## config.mk

```make
export PLATFORM = sky130hd
export DESIGN_NAME = alu_entry_ctrl
export DESIGN_NICKNAME = d
export VERILOG_FILES = /design/src/rtl/cpu_types_pkg.sv /design/src/rtl/key_debounce.sv /design/src/rtl/alu_entry_ctrl.sv
export SDC_FILE = /design/constraint.sdc
export NUM_CORES = 1
export LEC_CHECK = 0
export BUFFER_PORTS_ARGS = -buffer_cell sky130_fd_sc_hd__buf_2
export CORE_MARGIN = 1
export CORE_UTILIZATION = 54
export DETAILED_ROUTE_END_ITERATION = 8
export GPL_ROUTABILITY_DRIVEN = 0
export GPL_TIMING_DRIVEN = 0
export HOLD_SLACK_MARGIN = 0.15
export PLACE_DENSITY = 0.82
export RECOVER_POWER = 50
export SETUP_SLACK_MARGIN = 0.05
export SLEW_MARGIN = 10
export SYNTH_ARGS = -nofsm -noshare
export SYNTH_HDL_FRONTEND = slang
export SYNTH_SLANG_ARGS = --single-unit
```

## constraint.sdc

```tcl
create_clock -name CLK -period 2.8 [get_ports CLK]
set_input_delay 0.42 -clock CLK [delete_from_list [all_inputs] [get_ports CLK]]
set_output_delay 0.42 -clock CLK [all_outputs]
set_load 0.02 [all_outputs]
```

## src/rtl/cpu_types_pkg.sv

```systemverilog
// Shared CPU-side types: ALU entry FSM states, opcode width and operand sign-fill helper.
package cpu_types_pkg;

    localparam int ALUOP_W   = 4;
    localparam int OPERAND_W = 32;

    // Encodings are shown directly on the stage LEDs.
    typedef enum logic [2:0] {
        ENTER_A  = 3'd0,
        ENTER_B  = 3'd1,
        ENTER_OP = 3'd2,
        ISSUE    = 3'd3,
        HOLD     = 3'd4
    } entry_state_t;

    function automatic logic [OPERAND_W-1:0] sign_fill(input logic fill, input logic [15:0] data);
        return {{(OPERAND_W-16){fill}}, data};
    endfunction

endpackage

```

## src/rtl/key_debounce.sv

```systemverilog
// One pushbutton: 2-flop synchronizer, stability-count debouncer and one-cycle press pulse.
module key_debounce #(
    parameter int DEBOUNCE_CYCLES = 500000
) (
    input  logic clk_i,
    input  logic rst_ni,
    input  logic key_i,
    output logic press_o
);

    localparam int              CNT_W    = $clog2(DEBOUNCE_CYCLES + 1);
    localparam logic [CNT_W-1:0] CNT_MAX  = CNT_W'(DEBOUNCE_CYCLES);
    localparam logic [CNT_W-1:0] CNT_LAST = CNT_W'(DEBOUNCE_CYCLES - 1);

    logic [1:0]       sync_q;
    logic [1:0]       fill_q;
    logic             db_q, db_d;
    logic [CNT_W-1:0] cnt_q, cnt_d;
    logic             armed_q, armed_d;
    logic             press_q, press_d;

    always_ff @(posedge clk_i or negedge rst_ni) begin
        if (!rst_ni) begin
            sync_q  <= 2'b11;
            fill_q  <= 2'b00;
            db_q    <= 1'b1;
            cnt_q   <= '0;
            armed_q <= 1'b0;
            press_q <= 1'b0;
        end else begin
            sync_q  <= {sync_q[0], key_i};
            fill_q  <= {fill_q[0], 1'b1};
            db_q    <= db_d;
            cnt_q   <= cnt_d;
            armed_q <= armed_d;
            press_q <= press_d;
        end
    end

    // A key held through reset must first be seen released (after the
    // synchronizer has refilled) before a press can be reported.
    always_comb begin
        db_d    = db_q;
        cnt_d   = cnt_q;
        armed_d = armed_q;
        if (fill_q[1] && sync_q[1]) begin
            armed_d = 1'b1;
        end
        if (sync_q[1] != db_q) begin
            if (cnt_q >= CNT_LAST) begin
                db_d  = sync_q[1];
                cnt_d = '0;
            end else begin
                cnt_d = (cnt_q == CNT_MAX) ? cnt_q : cnt_q + CNT_W'(1);
            end
        end else begin
            cnt_d = '0;
        end
        press_d = armed_q & db_q & ~db_d;
    end

    assign press_o = press_q;

endmodule

```

## src/rtl/alu_entry_ctrl.sv

```systemverilog
// Pushbutton-driven operand/opcode entry for an ALU: collects a, b, aluop and issues a go strobe.
module alu_entry_ctrl
    import cpu_types_pkg::*;
#(
    parameter int DEBOUNCE_CYCLES = 500000
) (
    input  logic                 CLK,
    input  logic                 nRST,
    input  logic [3:0]           KEY,
    input  logic [17:0]          SW,
    output logic [OPERAND_W-1:0] a,
    output logic [OPERAND_W-1:0] b,
    output logic [ALUOP_W-1:0]   aluop,
    output logic                 go,
    output logic                 valid,
    output logic [2:0]           stage
);

    entry_state_t         state_q, state_d;
    logic [OPERAND_W-1:0] a_q, a_d;
    logic [OPERAND_W-1:0] b_q, b_d;
    logic [ALUOP_W-1:0]   aluop_q, aluop_d;
    logic                 valid_q, valid_d;
    logic                 enter_ev;
    logic                 clear_ev;
    logic [OPERAND_W-1:0] operand;
    logic                 unused_inputs;

    key_debounce #(.DEBOUNCE_CYCLES(DEBOUNCE_CYCLES)) u_enter_key (
        .clk_i  (CLK),
        .rst_ni (nRST),
        .key_i  (KEY[0]),
        .press_o(enter_ev)
    );

    key_debounce #(.DEBOUNCE_CYCLES(DEBOUNCE_CYCLES)) u_clear_key (
        .clk_i  (CLK),
        .rst_ni (nRST),
        .key_i  (KEY[1]),
        .press_o(clear_ev)
    );

    assign unused_inputs = ^{KEY[3:2], SW[17]};
    assign operand       = sign_fill(SW[16], SW[15:0]);

    always_ff @(posedge CLK or negedge nRST) begin
        if (!nRST) begin
            state_q <= ENTER_A;
            a_q     <= '0;
            b_q     <= '0;
            aluop_q <= '0;
            valid_q <= 1'b0;
        end else begin
            state_q <= state_d;
            a_q     <= a_d;
            b_q     <= b_d;
            aluop_q <= aluop_d;
            valid_q <= valid_d;
        end
    end

    always_comb begin
        state_d = state_q;
        a_d     = a_q;
        b_d     = b_q;
        aluop_d = aluop_q;
        valid_d = valid_q;
        case (state_q)
            // Events landing on the issue cycle are intentionally dropped.
            ISSUE: begin
                valid_d = 1'b1;
                state_d = HOLD;
            end
            default: begin
                if (clear_ev) begin
                    a_d     = '0;
                    b_d     = '0;
                    aluop_d = '0;
                    valid_d = 1'b0;
                    state_d = ENTER_A;
                end else if (enter_ev) begin
                    case (state_q)
                        ENTER_A: begin
                            a_d     = operand;
                            valid_d = 1'b0;
                            state_d = ENTER_B;
                        end
                        ENTER_B: begin
                            b_d     = operand;
                            state_d = ENTER_OP;
                        end
                        ENTER_OP: begin
                            aluop_d = SW[ALUOP_W-1:0];
                            state_d = ISSUE;
                        end
                        default: state_d = ENTER_A;
                    endcase
                end
            end
        endcase
    end

    assign a     = a_q;
    assign b     = b_q;
    assign aluop = aluop_q;
    assign valid = valid_q;
    assign go    = (state_q == ISSUE);
    assign stage = state_q;

endmodule

```

After elaboration in Yosys (flattened, before gate mapping)
Cells that the tools add are included.

cells by class
  add/subtract/negate cells = 2
  muxes and demuxes = 27
  eq/ne operators = 9
  bitwise operators = 7
  reductions and logical operators = 13
  order comparisons = 2

operator list
  kind                                                                   number
  32-bit two-way mux                                                     6
  19-bit two-way mux                                                     6
  19-bit by 1-bit adder with 19-bit output, second input constant        2
  19-bit equality test, second input constant                            2
  19-bit greater-or-equal comparator, second input constant              2
  4-bit two-way mux                                                      3
  3-bit two-way mux                                                      3
  3-bit AND reduction                                                    3
  1-bit two-way mux                                                      8
  2-bit nonzero test                                                     4
  3-bit by 2-bit equality test with 1-bit output, second input constant  2
  3-bit != test, second input constant                                   2
  2-bit case mux with 3 select lines                                     1
  3-bit nonzero test                                                     2
  1-bit bitwise AND                                                      4
  3-bit by 1-bit equality test with 1-bit output, second input constant  1
  3-bit logical NOT                                                      1
  1-bit inverter                                                         3
  1-bit logical AND                                                      2
  1-bit != test                                                          2
  2-bit AND reduction                                                    1

storage, ports and cells
  logic and storage cells = 77
  bits in registers = 124

Logic depth before layout (Yosys ltp)
Gate-level depths: netlist of the first run.

  depth in word-level cells = 5
  mapped depth = 8
  gate-level depth less buffers = 7

Modules after synthesis
A second synthesis of the first run with hierarchy kept.

unflattened totals
  cell total of the unflattened synthesis = 454
  area, all modules = 4850.9 um^2

modules (own cells, without submodules)
  module                       cells each  times used  area an instance (um^2)
  alu_entry_ctrl               180         1           2085.8
  key_debounce at u_clear_key  141         1           1393.8
  key_debounce at u_enter_key  133         1           1371.3

Worst setup path before layout of the first run
No wires, ideal clock.

  kind = flip-flop to flip-flop
  from = reg u_enter_key.cnt_q[10]
  to = reg u_enter_key.cnt_q[5]
  path buffers = 2
  setup slack = 739 ps
  required time = 2681 ps
  arrival time = 1942 ps
  cell stages (with the launch flop) = 8
  period minus slack after synthesis = 2061 ps
  path through = dfrtp_1 > or4_1 > or4_1 > nand3b_1 > a211o_1 > buf_4 > buf_6 > nor2_1

between the ends
  longest elaborated chain between the ends = 3
  elaborated cells between the ends (all ways) = 5

ends and longest elaborated chain
  what                                line                source
  from (decl)                         key_debounce.sv:18  logic [CNT_W-1:0] cnt_q, cnt_d;
  from (signal assigned)              key_debounce.sv:34  cnt_q <= cnt_d;
  19-bit greater-or-equal comparator  key_debounce.sv:50  if (cnt_q >= CNT_LAST) begin
  19-bit two-way mux                  key_debounce.sv:50
  19-bit two-way mux                  key_debounce.sv:49  if (sync_q[1] != db_q) begin

Several ways; a longest one is shown, not always the timed one.
A chain may end at the register's enable or synchronous reset.

Worst setup path in the final report of the first run
  from = reg u_clear_key.press_q (netlist: u_clear_key.press_o)
  to = reg a_q[2] (netlist: a[2])

between the ends
  longest elaborated chain between the ends = 2
  elaborated cells between the ends (all ways) = 4

ends and longest elaborated chain
  what                           line                  source
  from (decl)                    key_debounce.sv:20    logic press_q, press_d;
  from (signal assigned)         key_debounce.sv:36    press_q <= press_d;
  2-bit nonzero test (no line)   -
  3-bit AND reduction (no line)  -
  to (signal assigned)           alu_entry_ctrl.sv:49  a_q <= '0;
  to (signal assigned)           alu_entry_ctrl.sv:55  a_q <= a_d;
  to (decl)                      alu_entry_ctrl.sv:20  logic [OPERAND_W-1:0] a_q, a_d;

Several ways; a longest one is shown, not always the timed one.

==> metrics.md, run 1 <==
| Metric | Value |
|---|---|
| H-tree levels | `3` |
| Vias | `around 3200` |
| Worst path slowest cell | `o22ai_2` |
| Worst Hold Depth | `3` |
| Netlist cell types | `47` |
| Clock transition at the registers of the reported paths | `~0.10 ns` |
| Reg area | `0.00231 mm²` |
| Routed wire per std cell | `14.0 µm` |
| Reg2Reg Setup Slack | `0.31 ns` |
| Overflow after GRT | `0` |
| Sequential share of the synthesized area | `0.526` |
| Comb pwr share | `0.056` |
| Antenna violations before repair | `0` |
| Die area | `0.00849 mm²` |
| Arrival @ worst endpoint | `2.76 ns` |
| Fill count | `618` |
| Setup Buffers After CTS | `0` |
| CTS Root Cell | `clkbuf_8` |
| Peak Freq | `about 400 MHz` |
| Peak VDD IR | `around 0.30 mV` |
| Worst setup SP type | `register` |
| Area contributors post-synth | `dfrtp_1 49%, mux2_2 7.7%, buf_4 5.3%` |
| # rows | `32` |
| Seq cells post-synth | `92` |
| Netlist Area Pre-Place | `0.00439 mm²` |
| Largest net degree at the start of global routing | `57` |
| Nets | `539` |
| CP Capture Type | `register` |
| Initial DRC count | `116` |
| Clock skew | `~0.0097 ns` |
| WHS | `between 0.3 and 0.4 ns` |
| Total detailed-routing wirelength | `8660 µm` |
| Syn avg cell area | `between 10 and 15 µm²` |
| Synth Area in Adders | `0.0114` |
| Pins Over Slew Limit | `0` |
| Synth-to-layout area growth | `18.4%` |
| Die span in y | `about 90 µm` |
| Post-synth top area cell | `dfrtp_1` |
| P_leak | `2.38 nW` |
| Post-synthesis compound-gate area fraction | `0.0379` |
| CORE AREA | `just under 0.008 mm²` |
| Worst Max-Slew Pin Slew | `0.956 ns` |
| DR pass1 iterations | `4` |
| CTS Buf Count | `9` |
| Worst Hold Class | `in2reg` |
| First-pass GRT wire length | `between 10000 and 15000 µm` |
| CTS tree | `done` |
| Top cell type's share of synthesized area | `0.490` |
| Unrepaired setup endpoints after global routing | `false` |
| Clock sink count | `just over 90` |
| Synth Area in Simple Gates | `0.185` |
| CP bufs+invs | `3` |
| Die Wd | `92.1 µm` |
| Synth Area in XOR/XNOR | `0.0679` |
| Seq pwr share | `0.579` |
| Worst Path Required | `roughly 3.1 ns` |
| Reg2Reg Launch Point | `u_clear_key.press_o` |
| Min-Delay Startpoint | `SW[4]` |
| Clock Power Share | `0.364` |
| Inserted Diodes | `0` |
| Post-Syn Instances | `slightly above 400` |
| CP top delay family | `buffers and inverters` |
| Max cap viols | `0` |
| Initial core utilization | `0.562` |
| Final Cycle Share | `0.891` |
| Switching fraction of total power | `0.260` |
| Yosys warnings | `0` |
| I/O pins | `97` |
| EDFF count, synth | `0` |
| Outcome | `completed` |
| Main combinational cell family by area after synthesis | `simple AND/OR/NAND/NOR gates` |
| Final setup viols | `0` |
| Clk_lat worst skew | `0.38 ns` |
| Share of cells above drive strength 1 | `0.318` |
| Int Power | `1.75 mW` |
| Post-route ant nets | `0` |
| Worst flop-to-flop path endpoint | `a[2]` |
| Longest Clk Path Bufs | `2` |
| Number of cells on the worst reg-to-reg path | `5` |
| Crit-path cells | `clkbuf_1 > inv_1 > o22ai_2 > buf_2 > mux2_2` |
| Fin crit period | `2.49 ns` |
| GRT Total Usage | `0.220` |
| Final hold vios | `0` |
| Number of global-route vias before repair | `3079` |
| Setup TNS | `0 ns` |
| Final HPWL DP | `about 6300 µm` |
| Post-synthesis mux area share | `0.0935` |
| Slowest stage delay, CP | `0.52 ns` |
| Async SR Flop Fraction | `1.00` |
| Max FO, Critical Path | `10` |
| Vias per inst | `5.18` |
| Syn Nets | `431` |
| Kind of critical path | `reg2reg` |
| Pwr per Cell Area | `~460 mW/mm²` |
| DR DRC count | `0` |
| Slew margin rel. | `0.363` |
| NetSw | `0.616 mW` |
| Min-Delay Endpoint | `a[4]` |
| Port bufs | `93` |
| Area occupied by multi-input gates | `between 0.0015 and 0.002 mm²` |
| Primary FF master, synth | `dfrtp_1` |
-- sequential cells by signal, indices dropped and copies added, names as in the netlist, 2 cells and up --
signal	cells
b	17
u_clear_key.cnt_q	19
u_enter_key.sync_q	2
stage	3
a	17
u_clear_key.fill_q	2
u_clear_key.sync_q	2
aluop	4
u_enter_key.cnt_q	19
-- cell families (layout without fill, tap and decap cells) --
family          after synthesis  count (layout)
xor+xnor                     34              34
simple gates                155             155
other cells                   1               1
compound gates               25              25
buf+inv                      55             168
fa+ha+maj                     4               4
mux                          37              37
flops                        92              92
-- cell type report --
type                       count  area share
buffer                        41      0.0551
clock buffer                   9      0.0238
clock inverter                 7      0.0125
inverter                      14      0.0101
multi-input combinational    256       0.336
sequential                    92       0.444
tap                          102      0.0246
timing repair buffer          97      0.0936
-- cell usage after synthesis (4+ instances only) --
cell / number
a21oi_1: 4
and3_1: 7
buf_4: 31
clkbuf_1: 7
dfrtp_1: 86
dfstp_2: 6
ha_1: 4
inv_1: 14
mux2_2: 30
mux2i_1: 5
nand2_1: 30
nand2b_1: 4
nand3_1: 13
nand4_1: 8
nor2_1: 39
nor2_2: 10
nor2b_1: 15
nor3_1: 6
nor4_1: 4
o21ai_0: 10
xnor2_1: 13
xor2_1: 21
-- cells in the final DEF (no fill, tap or decap), types with 5 or more instances in the layout --
cell type,count
dfrtp_1,86
buf_2,64
nor2_1,39
clkbuf_1,36
buf_4,31
nand2_1,30
mux2_2,30
xor2_1,21
nor2b_1,15
inv_1,14
nand3_1,13
xnor2_1,13
o21ai_0,10
nor2_2,10
clkbuf_8,9
nand4_1,8
and3_1,7
nor3_1,6
mux2i_1,5
-- stage by stage --
step                utilization  instance area [µm²]  power (mW)  std cells  worst slack, ns
global route              0.666                 5200        2.47        618            0.169
finish                    0.666                 5200        2.37        618            0.306
detailed placement        0.642                 5010        1.53        599           0.0178
CTS                       0.671                 5240        2.40        618            0.260
global placement          0.638                 4980        1.52        598           0.0771
floorplan                     -                 4390        1.46        403            0.739
-- worst max-delay path by stage --
stage	start	end	slack [ns]	cells after the start
6_report	u_clear_key.press_o	a[2]	0.31	5
3_3_place_gp	u_clear_key.press_o	a[2]	0.08	5
4_1_cts	u_clear_key.press_o	a[2]	0.26	5
2_1_floorplan	u_enter_key.cnt_q[10]	u_enter_key.cnt_q[5]	0.74	7
5_1_grt	u_clear_key.press_o	a[2]	0.17	5
3_5_place_dp	u_clear_key.press_o	a[3]	0.02	5
-- timing repair --
item,CTS,global route
setup endpoints to repair,6,0
hold buffers,3,0
gates resized for setup,1,0
hold endpoints to repair,33,0
-- worst reg2reg max path, cell delays in order, from the launching register on --
cell and delay, ns:
dfrtp_1 0.33, clkbuf_1 0.47, inv_1 0.31, o22ai_2 0.52, buf_2 0.39, mux2_2 0.38
-- power by group through the flow --
stage	Sequential [mW]	Clock [mW]	Combinational, mW
finish	1.37	0.862	0.134
global route	1.38	0.943	0.149
CTS	1.37	0.885	0.139
detailed placement	1.40	0	0.136
global placement	1.40	0	0.125
floorplan	1.41	0	0.0507
-- metal layers --
metal | vias to the layer above | track usage | part of all wire
met3 | 9 | 0.0597 | 0.058
met2 | 96 | 0.376 | 0.49
met5 | - | 0 | 0
li1 | 1550 | - | -
met4 | 0 | 0.0677 | 0.013
met1 | 1544 | 0.271 | 0.44
Power figures use the tool's default switching activity.
==> run 2, diff against run 1 <==
PLACE_DENSITY = 0.79   (was 0.82)
==> run 2 against run 1 <==
  * Critical path depth unchanged
  * Via count increased by 1.2%
  * Sequential power about the same
  * Sequential share of layout area about the same
  * Sequential cell count unchanged
==> metrics.md, run 2 (synthesized netlist as in run 1, its figures left out) <==
| Metric | Value |
|---|---|
| Outcome | `completed` |
| Leading registers by flop count | `u_clear_key.cnt_q x19, u_enter_key.cnt_q x19` |
| Die area | `0.00849 mm²` |
| Share of cells above drive strength 1 | `0.312` |
| Max FO, Critical Path | `10` |
| CP Capture Type | `register` |
| Cell count after placement | `599` |
| Post-route ant nets | `0` |
| Number of global-route vias before repair | `between 3000 and 4000` |
| CTS Root Cell | `clkbuf_8` |
| Final hold vios | `0` |
| Largest net degree at the start of global routing | `52` |
| Core Util, Final | `0.666` |
| Commonest non-fill, non-tap cells in the layout | `86 x dfrtp_1, 63 x buf_2, 39 x clkbuf_1, 39 x nor2_1, 31 x buf_4` |
| CORE AREA | `slightly below 0.008 mm²` |
| CTS Buf Count | `9` |
| Clock sink count | `92` |
| GRT Total Usage | `0.217` |
| Setup ws final | `roughly 0.38 ns` |
| Kind of critical path | `reg2reg` |
| NetSw | `0.545 mW` |
| Clk_lat worst skew | `0.36 ns` |
| Fill count | `631` |
| Initial core utilization | `0.562` |
| Worst setup SP type | `register` |
| H-tree levels | `3` |
| Comb pwr share | `0.056` |
| Worst Max-Slew Pin Slew | `roughly 1.1 ns` |
| Fin crit period | `2.42 ns` |
| Synth-to-layout area growth | `18.5%` |
| Slew margin rel. | `0.288` |
| Total detailed-routing wirelength | `8470 µm` |
| Peak Freq | `a little over 400 MHz` |
| WHS | `0.335 ns` |
| Longest Clk Path Bufs | `2` |
| Vias per inst | `5.24` |
| Area occupied by multi-input gates | `between 0.0015 and 0.002 mm²` |
| Routed wire per std cell | `13.7 µm` |
| Antenna violations before repair | `0` |
| Fin area | `0.00520 mm²` |
| P_leak | `2.37 nW` |
| DP Worst Slack | `0.125 ns` |
| Setup TNS | `0 ns` |
| Worst Hold Depth | `3` |
| Port bufs | `between 90 and 100` |
| Clock skew | `0.00976 ns` |
| First-pass GRT wire length | `14400 µm` |
| Final Cycle Share | `0.865` |
| Placed inst area | `0.00501 mm²` |
| Commonest non-fill, non-tap cell in the layout | `dfrtp_1` |
| DR pass1 iterations | `4` |
| Setup Buffers After CTS | `0` |
| Number of cells on the worst reg-to-reg path | `5` |
| I/O pins | `97` |
| Nets | `roughly 540` |
| Arrival @ worst endpoint | `2.66 ns` |
| Clock Power Share | `0.364` |
| Die Wd | `slightly above 90 µm` |
| Final setup viols | `0` |
| Clock transition at the registers of the reported paths | `approximately 0.09 ns` |
| Die span in y | `92.1 µm` |
| # rows | `32` |
| Final total power | `2.37 mW` |
| CTS tree | `done` |
| DR DRC count | `0` |
| Peak VDD IR | `0.242 mV` |
| Switching fraction of total power | `0.230` |
| Vias | `3236` |
| Pwr per Cell Area | `455 mW/mm²` |
| Pins Over Slew Limit | `0` |
| Seq pwr share | `0.580` |
| Overflow after GRT | `0` |
| Worst Hold Class | `in2reg` |
| Final HPWL DP | `6060 µm` |
| Worst Path Required | `around 3.0 ns` |
| Inserted Diodes | `0` |
| Unrepaired setup endpoints after global routing | `false` |
| Initial DRC count | `102` |
| Fin cells | `618` |
| Max cap viols | `0` |
| Reg area | `0.00231 mm²` |
| Int Power | `1.82 mW` |
run 2: routing by layer:
metal / global-route usage / vias up / part of all wire
li1: - / 1542 / -
met1: 0.270 / 1563 / 0.42
met2: 0.376 / 118 / 0.50
met3: 0.0415 / 13 / 0.058
met4: 0.0820 / 0 / 0.018
met5: 0 / - / 0
run 2: power groups by stage:
| stage | Clock (mW) | Combinational [mW] | Sequential [mW] |
|---|---|---|---|
| final | 0.861 | 0.133 | 1.37 |
| after global placement | 0 | 0.127 | 1.40 |
| after detailed placement | 0 | 0.136 | 1.40 |
| after CTS | 0.891 | 0.140 | 1.37 |
| after global routing | 0.951 | 0.151 | 1.38 |
| after floorplan | 0 | 0.0507 | 1.41 |
run 2: path summary, 6_finish.rpt:
path | from | endpoint | slack (ns)
min in group asynchronous | nRST | b[4] | 0.79
hold reg to reg | u_clear_key.fill_q[0] | u_clear_key.fill_q[1] | 0.35
hold / removal | SW[6] | a[6] | 0.33
setup / recovery | u_clear_key.press_o | a[15] | 0.38
max in group asynchronous | nRST | u_enter_key.db_q | 1.17
setup reg to reg | u_clear_key.press_o | a[15] | 0.38
run 2: layout make-up:
type,instances,share of cell area
Buffer,41,0.0551
Clock buffer,11,0.0253
Clock inverter,5,0.0120
Inverter,14,0.0101
Multi-Input combinational cell,256,0.336
Sequential cell,92,0.444
Tap cell,102,0.0245
Timing Repair Buffer,97,0.0933
run 2: what timing repair did:
item,in CTS,in global routing
hold endpoints to repair,38,0
setup endpoints to repair,0,6
hold buffers,3,0
resized for setup,0,1
run 2: worst max-delay path, stage by stage (launching register included):
cell and delay [ns]:
dfrtp_1 0.32, clkbuf_1 0.42, inv_1 0.28, o22ai_2 0.52, buf_2 0.39, mux2_2 0.37
